`src/rtl/alu_seq_pkg.sv`:
```
// Shared encodings for the ALU op sequencer: control codes, op codes and FSM states.
// The decode helper maps ALUControl/Opcode onto a single {ext, op3} pair.
package alu_seq_pkg;

    localparam logic [1:0] CTL_ADD  = 2'b00;
    localparam logic [1:0] CTL_SUB  = 2'b01;
    localparam logic [1:0] CTL_OPC  = 2'b10;
    localparam logic [1:0] CTL_PASS = 2'b11;

    localparam logic [2:0] OP_AND   = 3'b000;
    localparam logic [2:0] OP_OR    = 3'b001;
    localparam logic [2:0] OP_ADD   = 3'b010;
    localparam logic [2:0] OP_PASSA = 3'b011;
    localparam logic [2:0] OP_SUB   = 3'b110;
    localparam logic [2:0] OP_SLT   = 3'b111;

    localparam logic [2:0] EXT_SLL  = 3'b000;
    localparam logic [2:0] EXT_SRL  = 3'b001;
    localparam logic [2:0] EXT_MUL  = 3'b010;

    typedef enum logic [1:0] {
        ST_IDLE = 2'b00,
        ST_RUN  = 2'b01,
        ST_FIN  = 2'b10
    } state_t;

    typedef struct packed {
        logic       ext;
        logic [2:0] op3;
    } op_t;

    function automatic op_t op_decode(input logic [1:0] ctl, input logic [3:0] opc);
        op_t d;
        d.ext = 1'b0;
        d.op3 = OP_PASSA;
        case (ctl)
            CTL_ADD: d.op3 = OP_ADD;
            CTL_SUB: d.op3 = OP_SUB;
            CTL_OPC: begin
                d.ext = opc[3];
                d.op3 = opc[2:0];
            end
            default: d.op3 = OP_PASSA;
        endcase
        return d;
    endfunction

endpackage

```
`src/rtl/alu_op_sequencer_if.sv`:
```
// Request/response bundle between the control FSM and the ALU op sequencer.
interface alu_op_sequencer_if #(
    parameter int WIDTH = 16
);
    logic             start;
    logic [1:0]       ALUControl;
    logic [3:0]       Opcode;
    logic [WIDTH-1:0] A;
    logic [WIDTH-1:0] B;
    logic [WIDTH-1:0] result;
    logic             zero;
    logic             busy;
    logic             done;

    modport master (
        output start, ALUControl, Opcode, A, B,
        input  result, zero, busy, done
    );

    modport slave (
        input  start, ALUControl, Opcode, A, B,
        output result, zero, busy, done
    );
endinterface

```
`src/rtl/alu_core.sv`:
```
// Purely combinational single-cycle ALU; also supplies the accumulate step of multiply.
module alu_core
    import alu_seq_pkg::*;
#(
    parameter int WIDTH = 16
) (
    input  logic [2:0]       op3,
    input  logic [WIDTH-1:0] a,
    input  logic [WIDTH-1:0] b,
    output logic [WIDTH-1:0] y
);

    logic signed [WIDTH-1:0] sa;
    logic signed [WIDTH-1:0] sb;

    assign sa = a;
    assign sb = b;

    always_comb begin
        y = '0;
        case (op3)
            OP_AND:   y = a & b;
            OP_OR:    y = a | b;
            OP_ADD:   y = a + b;
            OP_PASSA: y = a;
            OP_SUB:   y = a - b;
            OP_SLT:   y = {{(WIDTH-1){1'b0}}, (sa < sb)};
            default:  y = '0;
        endcase
    end

endmodule

```
`src/rtl/alu_op_sequencer.sv`:
```
// ALU op sequencer: single-cycle ops finish in one clock, shifts and multiply iterate
// one bit per clock in RUN. The result register only changes when an op completes.
module alu_op_sequencer
    import alu_seq_pkg::*;
#(
    parameter int WIDTH   = 16,
    parameter int SHAMT_W = $clog2(WIDTH),
    parameter int MUL_EN  = 1
) (
    input  logic          CLK,
    input  logic          Reset,
    alu_op_sequencer_if.slave bus
);

    localparam int CNT_W = $clog2(WIDTH + 1);

    state_t           state;
    state_t           state_next;
    op_t              op_in;
    logic [2:0]       op_q;
    logic [WIDTH-1:0] acc;
    logic [WIDTH-1:0] acc_next;
    logic [WIDTH-1:0] mcand;
    logic [WIDTH-1:0] mplier;
    logic [CNT_W-1:0] cnt;
    logic [SHAMT_W-1:0] shamt;
    logic [WIDTH-1:0] result;
    logic             zero;

    logic             start_run;
    logic             run_mul;
    logic             load_res;
    logic [WIDTH-1:0] res_next;

    logic [2:0]       core_op;
    logic [WIDTH-1:0] core_a;
    logic [WIDTH-1:0] core_b;
    logic [WIDTH-1:0] core_y;

    assign op_in = op_decode(bus.ALUControl, bus.Opcode);
    assign shamt = bus.B[SHAMT_W-1:0];

    // While iterating, the core is borrowed as the multiply accumulator adder.
    always_comb begin
        core_op = op_in.op3;
        core_a  = bus.A;
        core_b  = bus.B;
        if (state == ST_RUN) begin
            core_op = OP_ADD;
            core_a  = acc;
            core_b  = mcand;
        end else if (op_in.ext && op_in.op3 == EXT_MUL) begin
            core_op = OP_ADD;
        end
    end

    alu_core #(.WIDTH(WIDTH)) u_core (
        .op3 (core_op),
        .a   (core_a),
        .b   (core_b),
        .y   (core_y)
    );

    always_comb begin
        acc_next = acc;
        case (op_q)
            EXT_SLL: acc_next = acc << 1;
            EXT_SRL: acc_next = acc >> 1;
            default: acc_next = mplier[0] ? core_y : acc;
        endcase
    end

    always_ff @(posedge CLK) begin
        if (Reset) begin
            state <= ST_IDLE;
        end else begin
            state <= state_next;
        end
    end

    always_comb begin
        state_next = state;
        start_run  = 1'b0;
        run_mul    = 1'b0;
        load_res   = 1'b0;
        res_next   = '0;
        case (state)
            ST_IDLE: begin
                if (bus.start) begin
                    state_next = ST_FIN;
                    load_res   = 1'b1;
                    if (!op_in.ext) begin
                        res_next = core_y;
                    end else begin
                        case (op_in.op3)
                            EXT_SLL, EXT_SRL: begin
                                if (shamt == '0) begin
                                    res_next = bus.A;
                                end else begin
                                    load_res   = 1'b0;
                                    start_run  = 1'b1;
                                    state_next = ST_RUN;
                                end
                            end
                            EXT_MUL: begin
                                if (MUL_EN != 0) begin
                                    load_res   = 1'b0;
                                    start_run  = 1'b1;
                                    run_mul    = 1'b1;
                                    state_next = ST_RUN;
                                end else begin
                                    res_next = core_y;
                                end
                            end
                            default: res_next = '0;
                        endcase
                    end
                end
            end
            ST_RUN: begin
                if (cnt == CNT_W'(1)) begin
                    load_res   = 1'b1;
                    res_next   = acc_next;
                    state_next = ST_FIN;
                end
            end
            ST_FIN:  state_next = ST_IDLE;
            default: state_next = ST_IDLE;
        endcase
    end

    // Control and visible result registers; cleared by reset.
    always_ff @(posedge CLK) begin
        if (Reset) begin
            cnt    <= '0;
            result <= '0;
            zero   <= 1'b1;
        end else begin
            if (start_run) begin
                cnt <= run_mul ? CNT_W'(WIDTH) : CNT_W'(shamt);
            end else if (state == ST_RUN) begin
                cnt <= cnt - CNT_W'(1);
            end
            if (load_res) begin
                result <= res_next;
                zero   <= (res_next == '0);
            end
        end
    end

    // Working operands; always reloaded at acceptance, so no reset needed.
    always_ff @(posedge CLK) begin
        if (start_run) begin
            op_q   <= op_in.op3;
            acc    <= run_mul ? '0 : bus.A;
            mcand  <= bus.A;
            mplier <= bus.B;
        end else if (state == ST_RUN) begin
            acc    <= acc_next;
            mcand  <= mcand << 1;
            mplier <= mplier >> 1;
        end
    end

    assign bus.result = result;
    assign bus.zero   = zero;
    assign bus.busy   = (state == ST_RUN);
    assign bus.done   = (state == ST_FIN);

endmodule

```
`src/flat_wrapper.sv`:
```
// flat-port wrapper written by rule: the top's interface ports become plain ports
module alu_op_sequencer_flat import alu_seq_pkg::*;
#(
    parameter int WIDTH   = 16,
    parameter int SHAMT_W = $clog2(WIDTH),
    parameter int MUL_EN  = 1
)
  (CLK, Reset, bus_start, bus_ALUControl, bus_Opcode, bus_A, bus_B, bus_result, bus_zero, bus_busy, bus_done);
  alu_op_sequencer_if #(.WIDTH(WIDTH)) bus_i ();
  input  logic CLK;
  input  logic Reset;
  input wire logic [$bits(bus_i.start)-1:0] bus_start;
  input wire logic [$bits(bus_i.ALUControl)-1:0] bus_ALUControl;
  input wire logic [$bits(bus_i.Opcode)-1:0] bus_Opcode;
  input wire logic [$bits(bus_i.A)-1:0] bus_A;
  input wire logic [$bits(bus_i.B)-1:0] bus_B;
  output wire logic [$bits(bus_i.result)-1:0] bus_result;
  output wire logic [$bits(bus_i.zero)-1:0] bus_zero;
  output wire logic [$bits(bus_i.busy)-1:0] bus_busy;
  output wire logic [$bits(bus_i.done)-1:0] bus_done;
  assign bus_i.start = bus_start;
  assign bus_i.ALUControl = bus_ALUControl;
  assign bus_i.Opcode = bus_Opcode;
  assign bus_i.A = bus_A;
  assign bus_i.B = bus_B;
  assign bus_result = bus_i.result;
  assign bus_zero = bus_i.zero;
  assign bus_busy = bus_i.busy;
  assign bus_done = bus_i.done;
  alu_op_sequencer #(.WIDTH(WIDTH), .SHAMT_W(SHAMT_W), .MUL_EN(MUL_EN)) u_core (.CLK(CLK), .Reset(Reset), .bus(bus_i));
endmodule
```
`config.mk`:
```
export PLATFORM = sky130hd
export DESIGN_NAME = alu_op_sequencer_flat
export DESIGN_NICKNAME = d
export VERILOG_FILES = /design/src/rtl/alu_seq_pkg.sv /design/src/rtl/alu_op_sequencer_if.sv /design/src/rtl/alu_core.sv /design/src/rtl/alu_op_sequencer.sv /design/src/flat_wrapper.sv
export SDC_FILE = /design/constraint.sdc
export NUM_CORES = 1
export LEC_CHECK = 0
export CAP_MARGIN = 15
export CORE_ASPECT_RATIO = 0.75
export CORE_MARGIN = 5
export CORE_UTILIZATION = 50
export CTS_BUF_LIST = sky130_fd_sc_hd__clkbuf_2
export CTS_CLUSTER_SIZE = 30
export DETAILED_ROUTE_END_ITERATION = 12
export GPL_TIMING_DRIVEN = 0
export PLACE_DENSITY = 0.71
export SLEW_MARGIN = 10
export SYNTH_ARGS = -nofsm -noshare
export SYNTH_HDL_FRONTEND = slang
export SYNTH_HIERARCHICAL = 1
export SYNTH_SLANG_ARGS = --single-unit
```
`constraint.sdc`:
```
create_clock -name CLK -period 14.5 [get_ports CLK]
set_clock_uncertainty 0.1 [all_clocks]
set_input_delay 3.625 -clock CLK [delete_from_list [all_inputs] [get_ports CLK]]
set_output_delay 3.625 -clock CLK [all_outputs]
set_load 0.02 [all_outputs]
```
==> results of run 1 <==
[stage by stage]
stage	cell area (um^2)	cells	hold WS [ns]
after global placement	7650	1100	0.344
after global routing	7820	1116	0.388
final	7820	1116	0.369
after floorplan	6840	866	0.391
after CTS	7820	1116	0.370
after detailed placement	7660	1100	0.346
[routing by layer]
layer  routed length, um  vias to the layer above
li1                    -                     3184
met1               10500                     3165
met2                9000                      350
met3                2210                       30
met4                 403                        0
met5                   0                        -
[synth_stat cells (8+ instances only)]
library cell  count  area share, %
a211oi_1         16            1.8
a21o_1            8           0.88
a21oi_1          57            4.2
a221oi_1         10            1.3
a22oi_1          14            1.5
buf_1             9           0.49
buf_2            12           0.88
clkbuf_1         22            1.2
dfxtp_1          24            7.0
edfxtp_1         51             22
ha_1             53            9.7
inv_1            55            3.0
mux2_2           10            1.6
mux2i_1          37            5.4
nand2_1         228             13
nand2b_1          9           0.82
nand3_1           9           0.66
nand4_1           8           0.73
nor2_1           49            2.7
nor2b_1          12            1.1
nor3_1            9           0.66
o21ai_0          37            2.7
[power groups by stage]
stage	registers (mW)	logic, mW	clock network [mW]
after floorplan	0.249	0.129	0
after global placement	0.245	0.201	0
after detailed placement	0.244	0.202	0
after CTS	0.240	0.203	0.159
after global routing	0.241	0.224	0.166
final	0.240	0.207	0.156
[cells in the final DEF, fill, tap and decap left out, types with 5 or more instances in the layout]
master           netlist  layout
edfxtp_1              51      51
a22oi_1               14      14
nand3_1                9       9
o211ai_1               6       6
a22o_1                 7       7
a211oi_1              16      16
nand2_1              228     227
clkbuf_2               0       9
xnor2_1                6       6
buf_4                  7       7
nand4_1                8       8
nor2b_1               12      12
o22ai_1                7       7
clkbuf_1              22      22
and3_1                 7       7
clkdlybuf4s50_1        0      59
o21ai_0               37      37
a31oi_1                5       5
xor2_1                 7       7
inv_1                 55      55
nor3_1                 9       9
buf_1                  9       9
a221oi_1              10      10
buf_2                 12      12
nand2b_1               9       9
ha_1                  53      53
mux2_2                10      10
a21oi_1               57      57
mux2i_1               37      37
a21o_1                 8       8
dfxtp_1               24      24
nor2_1                49      49
[state kept, by name (all words and copies together), names as in the netlist]
| name | count |
|---|---|
| u_core/op_q | 3 |
| u_core/bus.zero | 1 |
| u_core/acc | 16 |
| u_core/cnt | 5 |
| u_core/mcand | 16 |
| u_core/mplier | 16 |
| u_core/state | 2 |
| u_core/bus.result | 16 |
[worst reg2reg max path, stage by stage, from the launching register on]
cell	delay [ns]
dfxtp_1	0.37
nand2b_1	0.13
buf_2	0.19
inv_1	0.18
clkbuf_1	0.41
buf_1	0.49
nand2_1	0.11
nand2_1	0.14
inv_1	0.08
ha_1	0.23
fa_1	0.43
o21ba_4	0.25
nor4_2	0.16
nor3_2	0.11
o221ai_2	0.36
a21oi_1	0.15
o2111ai_1	0.31
nand3_1	0.20
mux2i_1	0.23
a2111oi_0	0.13
a221o_1	0.30
nor4_1	0.45
nand4_1	0.17
o41ai_2	0.33
[final timing paths]
kind                               from               endpoint  slack [ns]
setup / recovery               bus_A[4]        u_core/bus.zero        6.39
hold / removal    u_core/bus.result[11]  u_core/bus.result[11]        0.37
setup reg to reg        u_core/state[1]        u_core/bus.zero        8.42
hold reg to reg   u_core/bus.result[11]  u_core/bus.result[11]        0.37
[cells by family after synthesis]
group,Yosys count
flip-flops,75
adder cells (fa/ha/maj),55
buffers and inverters,109
XOR/XNOR,13
multiplexers,49
AND/OR/NAND/NOR,358
AO/OA/AOI/OAI,207
[layout make-up]
cell class | count | area [um^2]
plain buffers | 53 | 263
repair buffers | 59 | 591
clock buffers | 9 | 45.0
clock inverters | 7 | 115
fillers | 1324 | 5750
well taps | 175 | 219
flip-flops and latches | 75 | 2010
inverters | 56 | 210
multi-input cells | 682 | 4360
==> reports/qor.yml, run 1 <==
critical_path.max_stage_delay_ns: 0.60
portBuffers: 59
wl_per_cell_um: 19.8
cp-start-kind: "input pin"
worstPathRequired_ns: 14.89
worstMarginPinSlew_ns: 0.763
clk_pin_slew_ns: 0.22
critPathArrivalTime_ns: 8.50
path_depth: 19
drc_errors: 0
syn-num-nets: 962
first_pass_iters: 5
period_share_pct: 56.0
dieArea_mm2: 0.0161
synthMuxAreaShare_pct: 7.72
clk-insertion-delay-late_ns: 0.56
ys_types: 77
die_h_um: 111
switching_share_pct: 34.9
grt_pass1_vias: 6097
final_net_count: 1032
status: "finished clean"
grt_util_all_layers_pct: 26.3
endpoint_kind: "flip-flop"
max_freq_mhz: 123
rsz0062_at_grt: "false"
ioPinCount: 60
p_seq_share_pct: 39.8
use_met3_pct: 5.76
coreArea_mm2: 0.0136
synth_top_family_by_area: "simple AND/OR/NAND/NOR gates"
vias: 6729
pwr-share-comb_pct: 34.4
hold_path_depth: 2
cts_setup_buffers: 0
p_int_mw: 0.393
grt_pass1_wl_um: 34100
cp_top_family: "compound AO/OA/AOI/OAI gates"
hpwl_um: 17200
clock_sinks: 75
num_antenna_cells: 0
maxCapViolations: 0
drtIter0Drc: 757
busiest_layer: "met1"
postLayoutCoreUtil_pct: 57.6
p_total_mw: 0.603
syn_inst: 866
drt-total-wl_um: 22100
cts_root_buf: "clkbuf_2"
async_reset_ff_share_pct: 0
synth_simple_gate_area_share_pct: 23.4
maxSlewHeadroom_pct: 49.2
clkPwrFrac_pct: 25.9
synth-seq-area-share_pct: 29.4
synth_compound_area_share_pct: 20.6
preCtsSetupSlack_ns: 5.95
synthFlopType: "edfxtp_1"
synth_xor_area_share_pct: 1.66
p_sw_mw: 0.211
area_delta_synth_final_pct: 14.3
finalSetupViolCount: 0
netlist_area_mm2: 0.00684
path_cells: "clkdlybuf4s50_1 -> inv_1 -> o21ai_0 -> inv_1 -> ha_1 -> buf_6 -> nand2b_1 -> a21oi_1 -> nor3_2 -> o221ai_2 -> a21oi_1 -> o2111ai_1 -> nand3_1 -> mux2i_1 -> a2111oi_0 -> a221o_1 -> nor4_1 -> nand4_1 -> o41ai_2"
antenna_found_initial: 0
num_rows: 37
cpMaxStageDelayCell: "o21ai_0"
cts_tree: "done"
finalMaxSlewViolations: 0
vias_per_cell: 6.03
start_util_pct: 50.4
met2_usage_pct: 36.2
synth_fa_ha_area_share_pct: 10.3
cts_hold_buf: 0
clock_path_buffers: 2
reg2reg_depth: 23
worstSetupPathType: "in2reg"
hold_viol: 0
postRouteAntennaNets: 0
synth_edf_count: 51
cp_num_buf_inv: 4
peakVddDrop_v: 0.0000527
layout-drive-gt1-share_pct: 7.01
place.gp.congestion: 0.967
fin_ws_ns: 6.39
final.setup.tns_ns: 0
grt_max_degree: 55
ys_warn_count: 6
synth_seq_cells: 75
cp_max_fo: 8
use_met1_pct: 41.6
ctsHtreeMaxLevel: 3
gr-total-overflow: 0
cts_resized: 0
power.density_mw_per_mm2: 77.2
cts_buffers: 9
p_leak_nw: 3.39
die_x_um: 145
syn_avg_cell_area_um2: 7.90
holdCritPathClass: "reg2reg"
fin_crit_ns: 8.11
Note: power is estimated with default switching activity, not from simulation.
==> inputs of run 2 (changes only) <==
--- a/config.mk
+++ b/config.mk
@@ -13,7 +13,7 @@
 export CTS_CLUSTER_SIZE = 30
 export DETAILED_ROUTE_END_ITERATION = 12
 export GPL_TIMING_DRIVEN = 0
-export PLACE_DENSITY = 0.71
+export PLACE_DENSITY = 0.73
 export SLEW_MARGIN = 10
 export SYNTH_ARGS = -nofsm -noshare
 export SYNTH_HDL_FRONTEND = slang
==> constraint.sdc (replaced) <==
create_clock -name CLK -period 6.9 [get_ports CLK]
set_clock_uncertainty 0.1 [all_clocks]
set_input_delay 1.725 -clock CLK [delete_from_list [all_inputs] [get_ports CLK]]
set_output_delay 1.725 -clock CLK [all_outputs]
set_load 0.02 [all_outputs]
==> run 2 against run 1 <==
  * Sequential power up 110%
  * Non-clock buffer count did not move
  * Via count grew 1.1%
  * Setup slack worse by 5.6 ns
  * Critical endpoint unchanged
==> reports/qor.yml, run 2 (same netlist as run 1, synthesis figures left out) <==
worstMarginPinSlew_ns: 0.764  # +0.00113 ns
final_common_cell: "nand2_1"
regToRegSetupSlack_ns: 0.91  # -7.51 ns
rsz0062_at_grt: "false"
fin_crit_ns: 6.15
cts_root_buf: "clkbuf_2"
finalMaxSlewViolations: 0  # unchanged
drt-total-wl_um: 21900  # -1.1%
max_freq_mhz: 163
rr_endpoint: "u_core/bus.zero"
clock_path_buffers: 2  # unchanged
crit_end: "u_core/bus.zero"
maxSlewHeadroom_pct: 49.1  # -0.075 points
final_net_count: 1032  # unchanged
cp-start-kind: "input pin"
nFillCells: 1268  # -4.2%
maxCapViolations: 0  # unchanged
endpoint_kind: "flip-flop"
cts_resized: 0  # unchanged
peakVddDrop_v: 0.000108  # +100%
drc_errors: 0  # unchanged
cts_buffers: 9  # unchanged
preCtsSetupSlack_ns: 0.263  # -5.69 ns
cts_tree: "done"
critPathArrivalTime_ns: 6.52  # -1.98 ns
portBuffers: 59  # unchanged
cts_setup_buffers: 0  # unchanged
grt_pass1_wl_um: 33700  # -1.1%
die_h_um: 111  # unchanged
grt_pass1_vias: 6200  # +1.7%
clock_sinks: 75  # unchanged
coreArea_mm2: 0.0136  # unchanged
first_pass_iters: 7  # +2
worstSetupPathType: "in2reg"
status: "finished clean"
holdCritPathClass: "reg2reg"
ioPinCount: 60  # unchanged
clk-insertion-delay-late_ns: 0.56  # about the same
start_util_pct: 50.4  # unchanged
gr-total-overflow: 0  # unchanged
reg2reg_from: "u_core/state[1]"
cp_max_fo: 10  # +2
worstPathRequired_ns: 7.27  # -7.62 ns
period_share_pct: 89.1
hold_viol: 0  # unchanged
whs_ns: 0.368  # -0.000694 ns
antenna_found_initial: 0  # unchanged
num_rows: 37  # unchanged
clk_pin_slew_ns: 0.20  # -0.02 ns
dieArea_mm2: 0.0161  # unchanged
vias: 6800  # +1.1%
cts_hold_buf: 0  # unchanged
num_antenna_cells: 0  # unchanged
wl_per_cell_um: 19.6  # -1.1%
ctsHtreeMaxLevel: 3  # unchanged
area_delta_synth_final_pct: 14.0
postRouteAntennaNets: 0  # unchanged
layout-drive-gt1-share_pct: 7.23  # +0.21 points
grt_util_all_layers_pct: 25.9  # -0.38 points
p_leak_nw: 3.39  # -0.15%
final_cell_mix: "nand2_1 (227), clkdlybuf4s50_1 (59), a21oi_1 (57)"
hpwl_um: 17000  # -1.2%
power.density_mw_per_mm2: 158  # +100%
path_cells: "clkdlybuf4s50_1 -> nor2b_1 -> mux2i_1 -> nor2_1 -> clkbuf_1 -> buf_2 -> buf_1 -> nor2_1 -> a21oi_1 -> nand3_1 -> mux2i_1 -> a2111oi_0 -> a221o_1 -> nor4_1 -> nand4_1 -> o41ai_2"
post_dp_cell_area_mm2: 0.00766  # unchanged
cpMaxStageDelayCell: "nor2_1"
place.gp.congestion: 0.973  # +0.58%
fin_ws_ns: 0.749  # -5.64 ns
grt_max_degree: 55  # unchanged
finalSetupViolCount: 0  # unchanged
final_cell_area_mm2: 0.00780  # -0.27%
final.setup.tns_ns: 0  # unchanged
vias_per_cell: 6.09  # +1.1%
die_x_um: 145  # unchanged
drtIter0Drc: 806  # +6.5%
crit_start: "bus_ALUControl[0]"
critical_path.max_stage_delay_ns: 0.56  # -0.04 ns
reg2reg_depth: 23  # unchanged
==> run 2: cell count changes in the layout (fill, tap and decap cells not counted), sizes merged <==
| cell | before | now |
|---|---|---|
| bufinv | 3 | 2 |
| clkbuf | 31 | 32 |
==> run 2: worst min-delay path by stage <==
stage / start / endpoint / slack [ns] / cells past startpoint
after floorplan: u_core/mplier[1] / u_core/mplier[0] / 0.39 / 2
after detailed placement: u_core/bus.result[8] / u_core/bus.result[8] / 0.35 / 2
after global placement: u_core/bus.result[13] / u_core/bus.result[13] / 0.34 / 2
final: u_core/bus.result[8] / u_core/bus.result[8] / 0.37 / 2
after global routing: u_core/bus.result[8] / u_core/bus.result[8] / 0.40 / 2
after CTS: u_core/bus.result[8] / u_core/bus.result[8] / 0.37 / 2
==> run 2: cell type report <==
type | instances | area, um^2 | share of cell area, %
repair buffers | 59 | 591 | 7.57
plain buffers | 53 | 263 | 3.37
inverters | 56 | 210 | 2.70
flip-flops and latches | 75 | 2010 | 25.8
clock inverters | 6 | 88.8 | 1.14
clock buffers | 10 | 50.0 | 0.642
well taps | 175 | 219 | 2.81
multi-input cells | 682 | 4360 | 56.0
==> run 2: critical path: cells and delay by family <==
family | cells | cell delay (ns)
multiplexers | 2 | 0.44
AND/OR/NAND/NOR | 6 | 1.63
AO/OA/AOI/OAI | 4 | 0.92
buffers and inverters | 4 | 1.78
==> run 2: through the flow <==
stage | utilization (%) | total power, mW | instances
after floorplan | - | 0.794 | 866
after global placement | 56.4 | 0.933 | 1100
after detailed placement | 56.5 | 0.937 | 1100
after CTS | 57.5 | 1.22 | 1116
after global routing | 57.5 | 1.29 | 1116
final | 57.5 | 1.23 | 1116
==> run 2: where the power goes <==
part | switching [mW] | internal, mW
registers | 0.00902 | 0.495
clock network | 0.166 | 0.122
logic | 0.262 | 0.174
total | 0.438 | 0.791
==> run 2: layer usage <==
metal	GRT usage [%]	part of all wire (%)	vias to the layer above
met3	6.17	12	46
li1	-	-	3178
met2	36.4	41	426
met4	6.65	2.4	0
met1	39.7	45	3150
met5	0	0	-
